`src/rtl/xgriscv_fetch_queue.sv`:
```
// -----------------------------------------------------------------------------
// xgriscv_fetch_queue
//
// Instruction fetch front-end that sits between instruction memory and the
// IF/ID pipeline registers. It owns the fetch PC and issues sequential
// word-aligned requests to a variable-latency imem. Returned instructions are
// buffered, together with their PCs, in a DEPTH-entry FIFO. The FIFO head is
// presented to the pipeline as instrF / pcF / pcplus4F.
//
// When EX redirects fetch (a taken branch or jump), the FIFO is flushed. Every
// request still outstanding at that moment is re-labelled stale, and its
// response is later discarded on arrival.
//
// Ports
//   clk, reset                 rising-edge clock, synchronous active-high reset
//   imem_req_valid/ready/addr  request channel (address = fetch PC)
//   imem_rsp_valid/data        in-order response channel
//   redirect, redirect_pc      taken branch/jump from EX (target bits [1:0] ignored)
//   deq_ready                  pipeline consumes the head this cycle
//   instr_valid, instrF,       FIFO head; a NOP / 0 / 0 is presented
//   pcF, pcplus4F              while the FIFO is empty
// -----------------------------------------------------------------------------
module xgriscv_fetch_queue #(
  parameter int unsigned           ADDR_SIZE  = 32,
  parameter int unsigned           INSTR_SIZE = 32,
  parameter int unsigned           DEPTH      = 4,
  parameter logic [ADDR_SIZE-1:0]  RESET_PC   = '0
) (
  input  logic                  clk,
  input  logic                  reset,
  output logic                  imem_req_valid,
  input  logic                  imem_req_ready,
  output logic [ADDR_SIZE-1:0]  imem_req_addr,
  input  logic                  imem_rsp_valid,
  input  logic [INSTR_SIZE-1:0] imem_rsp_data,
  input  logic                  redirect,
  input  logic [ADDR_SIZE-1:0]  redirect_pc,
  input  logic                  deq_ready,
  output logic                  instr_valid,
  output logic [INSTR_SIZE-1:0] instrF,
  output logic [ADDR_SIZE-1:0]  pcF,
  output logic [ADDR_SIZE-1:0]  pcplus4F
);

  localparam int unsigned           PTR_W   = $clog2(DEPTH);
  localparam int unsigned           CNT_W   = PTR_W + 1;
  localparam logic [CNT_W:0]        DEPTH_W = (CNT_W + 1)'(DEPTH);
  localparam logic [INSTR_SIZE-1:0] NOP     = INSTR_SIZE'(32'h0000_0013);

  logic [ADDR_SIZE-1:0] fetch_pc_q, fetch_pc_d;
  logic [CNT_W-1:0]     count_q, count_d;
  logic [CNT_W-1:0]     inflight_q, inflight_d;
  logic [CNT_W-1:0]     drop_cnt_q, drop_cnt_d;
  logic [PTR_W-1:0]     head_q, head_d;
  logic [PTR_W-1:0]     tail_q, tail_d;

  logic [INSTR_SIZE-1:0] fifo_instr_q [DEPTH];
  logic [ADDR_SIZE-1:0]  fifo_pc_q    [DEPTH];

  logic [CNT_W:0]       occ_sum;
  logic [CNT_W:0]       out_sum;
  logic                 rsp_live;
  logic                 rsp_drop;
  logic                 push;
  logic                 pop;
  logic                 req_fire;
  logic [ADDR_SIZE-1:0] rsp_pc;

  // Live requests were issued back to back, ending just before fetch_pc. The
  // oldest live request therefore sits inflight words behind fetch_pc. Stale
  // requests are always older than live ones, so a response that arrives
  // while drop_cnt is zero belongs to this address.
  assign rsp_pc = fetch_pc_q - (ADDR_SIZE'(inflight_q) << 2);

  always_comb begin
    // NOTE: every signal assigned here gets a default first, so no latch can be inferred.
    occ_sum  = {1'b0, count_q} + {1'b0, inflight_q};
    out_sum  = {1'b0, inflight_q} + {1'b0, drop_cnt_q};

    // Credits: the FIFO must have room for every live request, and the
    // response tracker must have room for stale plus live requests.
    imem_req_valid = !reset && !redirect && (occ_sum < DEPTH_W) && (out_sum < DEPTH_W);
    imem_req_addr  = fetch_pc_q;
    req_fire       = imem_req_valid && imem_req_ready;

    // A response with nothing outstanding is a protocol error. It is ignored.
    rsp_drop = imem_rsp_valid && (drop_cnt_q != '0);
    rsp_live = imem_rsp_valid && (drop_cnt_q == '0) && (inflight_q != '0);

    instr_valid = !reset && (count_q != '0);
    push        = rsp_live && !redirect;
    pop         = deq_ready && instr_valid && !redirect;

    fetch_pc_d = fetch_pc_q;
    count_d    = count_q;
    inflight_d = inflight_q;
    drop_cnt_d = drop_cnt_q;
    head_d     = head_q;
    tail_d     = tail_q;

    if (redirect) begin
      // Every request still outstanding turns stale. A response arriving in
      // this same cycle is already consumed, so it is not counted.
      count_d    = '0;
      head_d     = '0;
      tail_d     = '0;
      inflight_d = '0;
      drop_cnt_d = drop_cnt_q + inflight_q - CNT_W'(rsp_live || rsp_drop);
      fetch_pc_d = redirect_pc & ~ADDR_SIZE'(3);
    end else begin
      if (req_fire) begin
        fetch_pc_d = fetch_pc_q + ADDR_SIZE'(4);
      end
      inflight_d = inflight_q + CNT_W'(req_fire) - CNT_W'(rsp_live);
      drop_cnt_d = drop_cnt_q - CNT_W'(rsp_drop);
      count_d    = count_q + CNT_W'(push) - CNT_W'(pop);
      head_d     = head_q + PTR_W'(pop);
      tail_d     = tail_q + PTR_W'(push);
    end
  end

  // NOTE: sequential state uses non-blocking assignments only, so every flop samples pre-edge values.
  always_ff @(posedge clk) begin
    if (reset) begin
      fetch_pc_q <= RESET_PC;
      count_q    <= '0;
      inflight_q <= '0;
      drop_cnt_q <= '0;
      head_q     <= '0;
      tail_q     <= '0;
    end else begin
      fetch_pc_q <= fetch_pc_d;
      count_q    <= count_d;
      inflight_q <= inflight_d;
      drop_cnt_q <= drop_cnt_d;
      head_q     <= head_d;
      tail_q     <= tail_d;
    end
  end

  // NOTE: FIFO storage has no reset; count_q decides which entries are meaningful.
  always_ff @(posedge clk) begin
    if (push && !reset) begin
      fifo_instr_q[tail_q] <= imem_rsp_data;
      fifo_pc_q[tail_q]    <= rsp_pc;
    end
  end

  // The head outputs are driven only from registers, with no path from the imem inputs.
  always_comb begin
    instrF   = NOP;
    pcF      = '0;
    pcplus4F = '0;
    if (instr_valid) begin
      instrF   = fifo_instr_q[head_q];
      pcF      = fifo_pc_q[head_q];
      pcplus4F = fifo_pc_q[head_q] + ADDR_SIZE'(4);
    end
  end

endmodule

```
`config.mk`:
```
export PLATFORM = sky130hd
export DESIGN_NAME = xgriscv_fetch_queue
export DESIGN_NICKNAME = d
export VERILOG_FILES = /design/src/rtl/xgriscv_fetch_queue.sv
export SDC_FILE = /design/constraint.sdc
export NUM_CORES = 1
export LEC_CHECK = 0
export BUFFER_PORTS_ARGS = -buffer_cell sky130_fd_sc_hd__clkbuf_2
export CORE_ASPECT_RATIO = 0.7
export CORE_MARGIN = 2
export CORE_UTILIZATION = 40
export DETAILED_ROUTE_END_ITERATION = 12
export PLACE_DENSITY = 0.66
export SKIP_LAST_GASP = 1
export SLEW_MARGIN = 20
export SYNTH_ARGS = -nofsm -noshare
export SYNTH_HDL_FRONTEND = slang
export SYNTH_SLANG_ARGS = --single-unit
```
`constraint.sdc`:
```
create_clock -name clk -period 9.4 [get_ports clk]
set_input_delay 1.88 -clock clk [delete_from_list [all_inputs] [get_ports clk]]
set_output_delay 1.88 -clock clk [all_outputs]
set_load 0.1 [all_outputs]
```
* Yosys cells after proc, flatten, opt, wreduce, memory -nomap -nowiden
Memories as Yosys holds them, arrays and structs flattened. A register that Yosys moved wholly into a read port is not among the register bits.
Index checks and enable logic that the tools add are counted.
** Cells by class
- Add/subtract/negate cells :: 14
- $mul :: 0
- Divide/modulo/power cells :: 0
- $lt $le $gt $ge :: 2
- Equal/unequal tests :: 0
- Shifts and indexed selects :: 0
- Mux-type cells :: 10
- Bitwise gates (word level) :: 0
- Reduce and logical (&&, ||, !) cells :: 21
** Operators with widths (count)
- 32-bit two-way mux :: 5
- 32-bit by 3-bit adder with 32-bit output, second input constant :: 2
- 32-bit by 5-bit subtractor with 32-bit output :: 1
- 1-bit logical AND :: 12
- 3-bit by 1-bit subtractor with 3-bit output :: 4
- 3-bit nonzero test :: 3
- 3-bit by 3-bit adder with 4-bit output :: 2
- 4-bit by 3-bit less-than comparator with 1-bit output, second input constant :: 2
- 3-bit by 1-bit adder with 3-bit output :: 2
- 2-bit by 1-bit adder with 2-bit output :: 2
- 2-bit two-way mux :: 2
- 3-bit adder :: 1
- 3-bit logical NOT :: 1
- 3-bit two-way mux :: 1
- 1-bit logical NOT :: 2
- 1-bit two-way mux :: 2
- 2-bit nonzero test :: 1
- 2-bit OR reduction :: 1
- 1-bit logical OR :: 1
** Storage, ports and cells
- Register bits after elaboration :: 45
- Bits in latches :: 0
- Bits in writable memories :: 256
- ROM bits :: 0
- Bits of input ports :: 70
- Output and inout port bits :: 130
- Word-level logic and storage cells :: 56
- Memories :: 2
** Memory list
- fifo_instr_q :: words 4, bits a word 32, rd ports 1, clocked after memory_dff 1, write ports 1, RTL line 57 : logic [INSTR_SIZE-1:0] fifo_instr_q [DEPTH];
- fifo_pc_q :: words 4, bits a word 32, rd ports 1, clocked after memory_dff 1, write ports 1, RTL line 58 : logic [ADDR_SIZE-1:0] fifo_pc_q [DEPTH];

* Longest topological paths before layout
Gate-level depths: netlist of the first run.
- Word-level depth :: 7
- Mapped depth :: 14
- Depth with buffers taken out :: 13

* Worst setup path after synthesis of the first run
No wires, ideal clock.
- Path kind :: input port to flip-flop
- Start point :: input redirect
- End point :: memory fifo_instr_q[0][0], enable pin
- Library setup time :: 0.635 ns
- Arrival time :: 8.407 ns
- Required time :: 8.765 ns
- Path slack :: 0.358 ns
- Stages :: 4
- Buffers on the path :: 2
- Cell sequence :: clkbuf_1 > or2_2 > clkbuf_1 > nor4_1
** On the way
- Longest elaborated chain between the ends :: 5
** RTL lines
- from (decl) :: RTL line 36 : input logic redirect,
- 1-bit logical NOT :: RTL line 91 : push = rsp_live && !redirect;
- 1-bit logical AND :: RTL line 91
- 1-bit logical AND :: RTL line 143 : if (push && !reset) begin
- 1-bit two-way mux :: RTL line 143
- 1-bit two-way mux (not written as such) :: RTL line 144 : fifo_instr_q[tail_q] <= imem_rsp_data;
- to (decl) :: RTL line 57
Every way passes these cells.

==> results of run 1 <==
[final cells by class]
type	count	area (um^2)
Fill cell	2986	17600
Sequential cell	291	8310
Multi-Input combinational cell	576	4770
Timing Repair Buffer	206	1070
Clock buffer	33	741
Tap cell	435	544
Clock inverter	21	176
Inverter	34	128
[flip-flops by register name, indices dropped and copies added (netlist names)]
name / cells
count_q: 3
head_q: 2
inflight_q: 3
tail_q: 2
drop_cnt_q: 3
imem_req_addr: 30
fifo_pc_q: 120
fifo_instr_q: 128
[cell usage after synthesis, types with 5 or more instances]
library cell | count | area, um^2
a21oi_1 | 28 | 140
a31oi_1 | 20 | 125
and2_1 | 64 | 400
and3_1 | 8 | 50.1
and4_1 | 5 | 43.8
buf_2 | 6 | 30.0
buf_4 | 9 | 67.6
clkbuf_1 | 45 | 169
dfxtp_1 | 43 | 861
edfxtp_1 | 248 | 7450
ha_1 | 20 | 250
inv_1 | 32 | 120
mux2_1 | 7 | 78.8
mux4_1 | 14 | 368
mux4_2 | 48 | 1080
nand2_1 | 49 | 184
nand3_1 | 20 | 100
nand4_1 | 21 | 131
nor2_1 | 72 | 270
nor3_1 | 21 | 105
nor4_1 | 21 | 131
o21ai_0 | 24 | 120
or2_2 | 5 | 31.3
or3_1 | 13 | 81.3
or4_1 | 6 | 45.0
xnor2_1 | 36 | 315
xor2_1 | 16 | 140
[per-layer routing]
metal / global-route usage [%] / part of all wire, % / vias to the layer above
met1: 27.3 / 47 / 4357
met5: 0 / 0.039 / -
met4: 4.70 / 2.3 / 2
li1: - / - / 4031
met2: 27.7 / 43 / 312
met3: 4.51 / 8.1 / 46
[how the worst max path moves through the flow]
stage	from	to	slack (ns)	depth (start not counted)
2_1_floorplan	redirect	fifo_instr_q[0][0]$_DFFE_PP_	0.36	4
3_5_place_dp	reset	pcplus4F[23]	2.92	8
4_1_cts	head_q[0]$_SDFF_PP0_	pcplus4F[26]	2.67	7
3_3_place_gp	reset	pcplus4F[23]	2.94	8
6_report	head_q[0]$_SDFF_PP0_	pcplus4F[26]	2.78	7
5_1_grt	head_q[0]$_SDFF_PP0_	pcplus4F[26]	2.48	7
[stage by stage]
| stage | instance area, um^2 | hold slack, ns | utilization (%) |
|---|---|---|---|
| 6_report | 15700 | 0.533 | 47.2 |
| 5_1_grt | 15700 | 0.610 | 47.2 |
| 4_1_cts | 15700 | 0.537 | 47.2 |
| 3_5_place_dp | 14800 | 0.528 | 44.4 |
| 3_3_place_gp | 14800 | 0.517 | 44.4 |
| 2_1_floorplan | 13500 | 0.529 | - |
[worst max-delay path, cell delays in order, from the launching register on]
cell      delay (ns)
dfxtp_4         0.74
buf_4           0.67
mux4_1          0.64
nand4_2         0.26
or4_4           0.59
or4_1           0.54
a21oi_1         0.20
clkbuf_2        0.50
[kinds of logic after synthesis]
logic type | Yosys count | synth area share (%)
buffers and inverters | 101 | 3.43
xor gates and xnor gates | 52 | 3.37
AOI/OAI and AO/OA | 99 | 4.50
adders and majority gates | 24 | 2.45
other | 1 | 0.0278
DFF | 291 | 61.5
muxes | 73 | 11.6
and+or+nand+nor | 322 | 13.0
[where the power goes]
part           total [W]  switching, W  internal (W)
registers        0.00145     0.0000282       0.00143
logic           0.000288      0.000207     0.0000814
clock network    0.00112      0.000494      0.000626
==> load_flow_metrics.sql, run 1 <==
INSERT INTO impl_metrics (metric_group, metric, value, unit) VALUES
('clock_tree', 'clkLatencyLatePin', '0.57', 'ns'),
('route', 'routed_wirelength_normalized_by_instance_count', '20.8', 'um'),
('setup_path', 'worstSetupEndpointType', 'primary output', ''),
('hold_path', 'timing.hold.worst_path_depth', '2', ''),
('run_status', 'status', 'finished clean', ''),
('global_routing', 'grt_antenna_before_repair', '1', ''),
('timing', 'finalWorstPathRequiredPeriod', '6.62', 'ns'),
('timing', 'unrepaired_setup_endpoints_after_global_routing', 'false', ''),
('timing', 'final_min_period_over_clock_period', '70.4', '%'),
('yosys', 'ys_seq_area_share', '61.5', '%'),
('timing', 'worstMarginPinSlew', '0.996', 'ns'),
('floorplanning', 'dieHeight', '158', 'um'),
('setup_path', 'worstReg2RegEnd', 'inflight_q[2]$_SDFF_PP0_', ''),
('floorplanning', 'die-width', '224', 'um'),
('clock_tree', 'numClockSinks', '291', ''),
('clock_tree', 'tritoncts', 'done', ''),
('hold_path', 'min_delay_worst_endpoint', 'imem_req_addr[22]$_SDFFE_PP0P_', ''),
('route', 'detail_route.vias_per_cell', '5.48', ''),
('hold_path', 'hold_path_startpoint', 'imem_req_addr[22]$_SDFFE_PP0P_', ''),
('setup_path', 'worst_r2r_startpoint', 'inflight_q[1]$_SDFF_PP0_', ''),
('route', 'drc', '0', ''),
('yosys', 'synth_cell_type_count', '61', ''),
('setup_path', 'critPathMaxFanout', '35', ''),
('place', 'place_hpwl', '22.0', 'mm'),
('timing', 'slew_headroom', '33.6', '%'),
('route', 'dr_total_vias', '8748', ''),
('finish', 'layout_commonest_cell', 'edfxtp_1', ''),
('setup_path', 'r2r_slack', '5.94', 'ns'),
('yosys', 'number_of_instances_in_the_synthesized_netlist', '963', ''),
('timing', 'clock.fmax', '151', 'MHz'),
('setup_path', 'critPathKind', 'reg2out', ''),
('clock_tree', 'maximum_number_of_buffers_from_clock_root_to_sink', '3', ''),
('global_routing', 'grt_first_pass_wirelength', '49.8', 'mm'),
('global_routing', 'globalRouteOverflowTotal', '0', ''),
('clock_tree', 'ctsHtreeMaxLevel', '1', ''),
('clock_tree', 'tritoncts.num_buffers', '29', ''),
('global_routing', 'maximum_number_of_pins_on_one_net_before_global_route_repair', '63', ''),
('floorplanning', 'start_util', '40.5', '%'),
('global_routing', 'grtUsageTotal', '18.6', '%'),
('yosys', 'yosys_most_used_dff', 'edfxtp_1', ''),
('floorplanning', 'row_count', '56', ''),
('place', 'buffer_ports.inserted', '191', ''),
('finish', 'drive_above_1_share', '27.4', '%'),
('route', 'dr.first_iter.drc_count', '614', ''),
('yosys', 'synth_edf_count', '248', ''),
('finish', 'nets', '1232', ''),
('clock_tree', 'total_of_cells_resized_after_clock_tree_synthesis', '0', ''),
('power_and_ir_drop', 'static_leak', '5.65', 'nW'),
('timing', 'drv_slew', '0', ''),
('place', 'pre_cts_slack', '2.92', 'ns'),
('place', 'dpl.cell_count', '1542', ''),
('yosys', 'synth_warnings', '0', ''),
('clock_tree', 'clk_root_buffer_cell', 'clkbuf_16', ''),
('route', 'antenna_left', '0', ''),
('timing', 'finalWorstSetupSlack', '2.78', 'ns'),
('timing', 'hold_viol_final', '0', ''),
('timing', 'tns', '0', 'ns'),
('power_and_ir_drop', 'totalPowerFinal', '0.00286', 'W'),
('yosys', 'ys_async_sr_fraction', '0', '%'),
('place', 'weighted_congestion_reported_at_the_end_of_routability_driven_placement', '0.821', ''),
('global_routing', 'first_global_vias', '8376', ''),
('timing', 'setup_viol', '0', ''),
('route', 'wirelength', '33.2', 'mm'),
('floorplanning', 'die-area', '35300', 'um^2'),
('flow_run', 'drv.max_cap_violation_count', '0', ''),
('clock_tree', 'cts.clk_slew.worst_paths', '0.06', 'ns'),
('yosys', 'synth-seq-cells', '291', ''),
('setup_path', 'cp_data_required_time', '7.52', 'ns'),
('floorplanning', 'io_pins', '200', ''),
('finish', 'area_growth_syn_to_layout', '16.6', '%'),
('finish', 'layout.cells.most_common_list', 'edfxtp_1, clkbuf_2, nor2_1', '');
No activity file was read; power rests on OpenSTA's default activity.
==> run 2: changes to the inputs <==
==> constraint.sdc (replaced) <==
create_clock -name clk -period 5.8 [get_ports clk]
set_input_delay 1.16 -clock clk [delete_from_list [all_inputs] [get_ports clk]]
set_output_delay 1.16 -clock clk [all_outputs]
set_load 0.1 [all_outputs]
==> run 2 against run 1 <==
  * Sequential share of layout area fell by 0.75 points
  * Register-to-register slack got worse by 3.6 ns
  * Via count fell by 0.49%
  * Cell count barely moved
  * First-iteration DRC count rose by 15%
  * Clock skew rose by 0.0035 ns
==> load_flow_metrics.sql, run 2 (synthesis gave the netlist of run 1 again) <==
INSERT INTO impl_metrics (metric_group, metric, value, unit) VALUES
('run_status', 'status', 'finished clean', ''),
('setup_path', 'worstSetupEndpointType', 'primary output', ''),
('timing', 'final_min_period_over_clock_period', '88.9', '%'),
('setup_path', 'worst-r2r-cell-count', '13', ''),
('clock_tree', 'post_cts_repair_setup_buffers', '0', ''),
('route', 'detail_route.vias_per_cell', '5.45', ''),
('clock_tree', 'tritoncts.num_buffers', '28', ''),
('global_routing', 'maximum_number_of_pins_on_one_net_before_global_route_repair', '63', ''),
('floorplanning', 'io_pins', '200', ''),
('flow_run', 'drv.max_cap_violation_count', '0', ''),
('timing', 'clock.fmax', '194', 'MHz'),
('setup_path', 'cp_data_required_time', '4.64', 'ns'),
('finish', 'area_growth_syn_to_layout', '18.3', '%'),
('finish', 'top_reg_by_flops', 'fifo_instr_q', ''),
('route', 'drc', '0', ''),
('timing', 'tns', '0', 'ns'),
('clock_tree', 'maximum_number_of_buffers_from_clock_root_to_sink', '3', ''),
('hold_path', 'timing.hold.worst_path_depth', '2', ''),
('clock_tree', 'numClockSinks', '291', ''),
('finish', 'nets', '1233', ''),
('global_routing', 'globalRouteOverflowTotal', '0', ''),
('finish', 'largest_reg_flops', '128', ''),
('route', 'routed_wirelength_normalized_by_instance_count', '20.5', 'um'),
('place', 'buffer_ports.inserted', '191', ''),
('global_routing', 'grt_antenna_before_repair', '0', ''),
('finish', 'drive_above_1_share', '27.6', '%'),
('finish', 'layout.cells.most_common_list', 'edfxtp_1, clkbuf_2, nor2_1', ''),
('finish', 'layout_commonest_cell', 'edfxtp_1', ''),
('power_and_ir_drop', 'power_density', '298', 'nW/um^2'),
('clock_tree', 'tritoncts', 'done', ''),
('setup_path', 'cp-start-kind', 'register', ''),
('place', 'place_hpwl', '21.6', 'mm'),
('floorplanning', 'dieHeight', '158', 'um'),
('global_routing', 'grt_first_pass_wirelength', '49.9', 'mm'),
('route', 'dr.first_iter.drc_count', '708', ''),
('route', 'dr_total_vias', '8705', ''),
('floorplanning', 'floorplan.core_area', '33400', 'um^2'),
('floorplanning', 'die-area', '35300', 'um^2'),
('timing', 'slew_headroom', '33.4', '%'),
('timing', 'worstMarginPinSlew', '0.999', 'ns'),
('floorplanning', 'row_count', '56', ''),
('timing', 'unrepaired_setup_endpoints_after_global_routing', 'false', ''),
('place', 'weighted_congestion_reported_at_the_end_of_routability_driven_placement', '0.834', ''),
('clock_tree', 'holdBufCountCts', '0', ''),
('clock_tree', 'total_of_cells_resized_after_clock_tree_synthesis', '0', ''),
('global_routing', 'grtUsageTotal', '18.5', '%'),
('power_and_ir_drop', 'totalPowerFinal', '0.00476', 'W'),
('timing', 'hold_viol_final', '0', ''),
('global_routing', 'first_global_vias', '8315', ''),
('route', 'firstDrtPassIters', '5', ''),
('setup_path', 'critPathMaxFanout', '30', ''),
('finish', 'final_core_utilization', '47.9', '%'),
('power_and_ir_drop', 'power.ir.vdd_worst', '0.000202', 'V'),
('clock_tree', 'cts.clk_slew.worst_paths', '0.07', 'ns'),
('route', 'wirelength', '32.7', 'mm'),
('timing', 'finalWorstPathRequiredPeriod', '5.16', 'ns'),
('clock_tree', 'clk_root_buffer_cell', 'clkbuf_16', ''),
('hold_path', 'timing.hold.worst.class', 'reg2reg', ''),
('power_and_ir_drop', 'static_leak', '5.72', 'nW'),
('route', 'antenna_left', '0', ''),
('timing', 'fin_skew', '0.0149', 'ns'),
('clock_tree', 'clkLatencyLatePin', '0.55', 'ns'),
('floorplanning', 'die-width', '224', 'um'),
('setup_path', 'critPathKind', 'reg2out', ''),
('timing', 'setup_viol', '0', ''),
('timing', 'drv_slew', '0', ''),
('floorplanning', 'start_util', '40.5', '%'),
('clock_tree', 'ctsHtreeMaxLevel', '1', ''),
('setup_path', 'arrival', '4.00', 'ns');
[run 2: changes by cell type in the layout (fill, tap and decap cells not counted), moves of 2 or more]
| cell | before | now |
|---|---|---|
| bufinv_16 | 2 | 5 |
| clkbuf_8 | 0 | 3 |
| buf_4 | 15 | 21 |
| clkbuf_2 | 191 | 179 |
| clkinv_2 | 6 | 2 |
| clkinv_1 | 10 | 8 |
| buf_12 | 0 | 8 |
[run 2: cell type report]
class	instances	area, um^2
clock inverters	15	198
flip-flops and latches	291	8310
clock buffers	37	786
repair buffers	208	1210
multi-input cells	576	4780
inverters	34	128
diodes	1	2.50
fillers	2953	17400
well taps	435	544
[run 2: worst paths after layout]
kind	slack, ns	to	from
max reg2reg	2.36	inflight_q[2]$_SDFF_PP0_	inflight_q[1]$_SDFF_PP0_
min	0.57	imem_req_addr[30]$_SDFFE_PP0P_	imem_req_addr[30]$_SDFFE_PP0P_
max	0.64	pcplus4F[26]	head_q[0]$_SDFF_PP0_
min reg2reg	0.57	imem_req_addr[30]$_SDFFE_PP0P_	imem_req_addr[30]$_SDFFE_PP0P_
[run 2: per-layer routing]
metal,up-vias,routed length [um],GRT usage [%],share of wire (%)
li1,4021,-,-,-
met1,4352,15900,28.6,49
met2,295,14100,26.9,43
met3,37,2290,3.90,7.0
met4,0,450,3.27,1.4
met5,-,0,0,0
[run 2: report_power, final]
group          leakage (nW)  internal (W)  switching [W]  total (W)
Combinational          2.64      0.000132       0.000332   0.000463
Clock                 0.473       0.00117       0.000770    0.00194
Sequential             2.60       0.00231      0.0000465    0.00236
[run 2: stage by stage]
stage                     hold WS (ns)  instance area, um^2  std cells  setup WS, ns
final                            0.572                16000       1597         0.641
after global routing             0.590                16000       1596         0.484
after CTS                        0.567                16000       1596         0.630
after detailed placement         0.556                15000       1544          1.24
after global placement           0.516                15000       1544          1.28
after floorplan                  0.533                13500        968        0.0720
[run 2: worst max-delay path, cell delays in order (launching register included)]
cell      delay [ns]
dfxtp_4         0.72
mux4_1          0.56
nand4_2         0.27
or4_4           0.59
or4_1           0.54
a21oi_1         0.23
clkbuf_2        0.50
==> run 3: changes to the inputs <==
--- a/config.mk
+++ b/config.mk
@@ -5,12 +5,12 @@
 export SDC_FILE = /design/constraint.sdc
 export NUM_CORES = 1
 export LEC_CHECK = 0
-export BUFFER_PORTS_ARGS = -buffer_cell sky130_fd_sc_hd__clkbuf_2
 export CORE_ASPECT_RATIO = 0.7
 export CORE_MARGIN = 2
 export CORE_UTILIZATION = 40
 export DETAILED_ROUTE_END_ITERATION = 12
-export PLACE_DENSITY = 0.66
+export DONT_BUFFER_PORTS = 1
+export PLACE_DENSITY = 0.6
 export SKIP_LAST_GASP = 1
 export SLEW_MARGIN = 20
 export SYNTH_ARGS = -nofsm -noshare
==> run 3 against run 2 <==
  * Sequential cell count unchanged
  * Die area unchanged
  * Critical endpoint is now pcplus4F[31]
  * First-iteration DRC count down 1.4%
  * Register-to-register slack better by 0.06 ns
  * Clock skew down 0.0013 ns
  * Combinational power down 5.4%
  * Critical path depth down 1
  * Final area down 3.5%
  * Setup slack better by 0.31 ns
  * Core utilization down 1.7 points
==> load_flow_metrics.sql, run 3 (synthesis gave the netlist of run 1 again) <==
INSERT INTO impl_metrics (metric_group, metric, value, unit) VALUES
('power_and_ir_drop', 'totalPowerFinal', '0.00465', 'W'),
('finish', 'final_core_utilization', '46.2', '%'),
('global_routing', 'grtUsageTotal', '18.2', '%'),
('route', 'detail_route.vias_per_cell', '5.52', ''),
('clock_tree', 'clk_root_buffer_cell', 'clkbuf_16', ''),
('route', 'antenna_left', '0', ''),
('clock_tree', 'clkLatencyLatePin', '0.57', 'ns'),
('setup_path', 'arrival', '3.68', 'ns'),
('setup_path', 'critical_path.slowest_cell', 'dfxtp_2', ''),
('clock_tree', 'ctsHtreeMaxLevel', '1', ''),
('route', 'dr.first_iter.drc_count', '698', ''),
('floorplanning', 'floorplan.core_area', '33400', 'um^2'),
('clock_tree', 'tritoncts', 'done', ''),
('route', 'drc', '0', ''),
('setup_path', 'worst-r2r-cell-count', '13', ''),
('timing', 'finalWorstPathRequiredPeriod', '4.84', 'ns'),
('setup_path', 'cp_data_required_time', '4.64', 'ns'),
('floorplanning', 'dieHeight', '158', 'um'),
('power_and_ir_drop', 'static_leak', '5.16', 'nW'),
('timing', 'clock.fmax', '206', 'MHz'),
('clock_tree', 'maximum_number_of_buffers_from_clock_root_to_sink', '3', ''),
('global_routing', 'maximum_number_of_pins_on_one_net_before_global_route_repair', '63', ''),
('timing', 'unrepaired_setup_endpoints_after_global_routing', 'false', ''),
('floorplanning', 'die-width', '224', 'um'),
('finish', 'nets', '1107', ''),
('setup_path', 'critPathKind', 'reg2out', ''),
('floorplanning', 'die-area', '35300', 'um^2'),
('global_routing', 'grt_antenna_before_repair', '4', ''),
('setup_path', 'critPathMaxFanout', '25', ''),
('floorplanning', 'start_util', '40.5', '%'),
('finish', 'multi_input_area', '4860', 'um^2'),
('clock_tree', 'total_of_cells_resized_after_clock_tree_synthesis', '0', ''),
('setup_path', 'cp-start-kind', 'register', ''),
('route', 'routed_wirelength_normalized_by_instance_count', '21.9', 'um'),
('global_routing', 'first_global_vias', '7787', ''),
('timing', 'tns', '0', 'ns'),
('finish', 'area_growth_syn_to_layout', '14.2', '%'),
('finish', 'drive_above_1_share', '21.6', '%'),
('timing', 'drv_slew', '0', ''),
('flow_run', 'drv.max_cap_violation_count', '0', ''),
('run_status', 'status', 'finished clean', ''),
('finish', 'register_area', '8310', 'um^2'),
('timing', 'worstMarginPinSlew', '1.12', 'ns'),
('floorplanning', 'io_pins', '200', ''),
('clock_tree', 'numClockSinks', '291', ''),
('setup_path', 'critPathMaxStageDelay', '0.73', 'ns'),
('floorplanning', 'row_count', '56', ''),
('hold_path', 'timing.hold.worst_path_depth', '2', ''),
('timing', 'slew_headroom', '24.9', '%'),
('timing', 'setup_viol', '0', ''),
('finish', 'top_reg_by_flops', 'fifo_instr_q', ''),
('timing', 'worst_hold_slack', '0.520', 'ns'),
('setup_path', 'cp_cell_sequence', 'mux4_1, nand4_2, or4_4, nor4_1, mux2_2', ''),
('power_and_ir_drop', 'power_density', '301', 'nW/um^2'),
('finish', 'largest_reg_flops', '128', ''),
('clock_tree', 'tritoncts.num_buffers', '30', ''),
('finish', 'fill_cells', '2966', ''),
('global_routing', 'globalRouteOverflowTotal', '0', ''),
('global_routing', 'grt_first_pass_wirelength', '48.3', 'mm'),
('timing', 'hold_viol_final', '0', ''),
('route', 'wirelength', '32.3', 'mm'),
('place', 'weighted_congestion_reported_at_the_end_of_routability_driven_placement', '0.818', ''),
('timing', 'fin_skew', '0.0137', 'ns'),
('clock_tree', 'post_cts_repair_setup_buffers', '0', ''),
('hold_path', 'timing.hold.worst.class', 'reg2reg', ''),
('route', 'firstDrtPassIters', '5', ''),
('power_and_ir_drop', 'power.ir.vdd_worst', '0.000204', 'V'),
('clock_tree', 'cts.clk_slew.worst_paths', '0.06', 'ns'),
('clock_tree', 'holdBufCountCts', '0', ''),
('place', 'place_hpwl', '22.2', 'mm'),
('finish', 'layout.cells.most_common_list', 'edfxtp_1, buf_4, and2_1', ''),
('place', 'buffer_ports.inserted', '0', ''),
('finish', 'layout_commonest_cell', 'edfxtp_1', ''),
('timing', 'final_min_period_over_clock_period', '83.5', '%'),
('setup_path', 'worstSetupEndpointType', 'primary output', ''),
('route', 'dr_total_vias', '8134', '');
[run 3: area by class of cell]
cell class                      count  share of cell area [%]
Sequential cell                   291                    53.9
Multi-Input combinational cell    576                    31.5
Clock buffer                       33                    4.94
Timing Repair Buffer               80                    3.98
Tap cell                          435                    3.53
Clock inverter                     20                    1.21
Inverter                           34                   0.828
Antenna cell                        4                  0.0649
[run 3: report_power, final]
part / switching [W] / total [W] / internal [W]
sequential: 0.0000319 / 0.00234 / 0.00231
combinational: 0.000318 / 0.000438 / 0.000120
clock: 0.000790 / 0.00187 / 0.00108
[run 3: per-stage QoR]
step	std cells	setup WS [ns]	cell area, um^2
6_report	1473	0.956	15400
5_1_grt	1471	0.798	15400
4_1_cts	1469	0.916	15400
3_5_place_dp	1416	1.32	14500
3_3_place_gp	1416	1.34	14500
2_1_floorplan	968	0.0720	13500
[run 3: final timing paths]
kind                                  startpoint                              to  slack [ns]
hold / removal    imem_req_addr[18]$_SDFFE_PP0P_  imem_req_addr[18]$_SDFFE_PP0P_        0.52
hold reg to reg   imem_req_addr[18]$_SDFFE_PP0P_  imem_req_addr[18]$_SDFFE_PP0P_        0.52
setup reg to reg        inflight_q[1]$_SDFF_PP0_        inflight_q[2]$_SDFF_PP0_        2.42
setup / recovery            head_q[1]$_SDFF_PP0_                    pcplus4F[31]        0.96
[run 3: worst max-delay path, delay by kind of cell, from the launching register on]
family	cells	cell delay [ns]
and+or+nand+nor	3	1.25
muxes	2	1.11
DFF	1	0.73
[run 3: layer usage]
layer / share of wire, % / GRT usage (%)
met1: 49 / 28.1
met2: 42 / 25.4
met3: 7.4 / 4.81
met4: 1.9 / 4.38
met5: 0 / 0
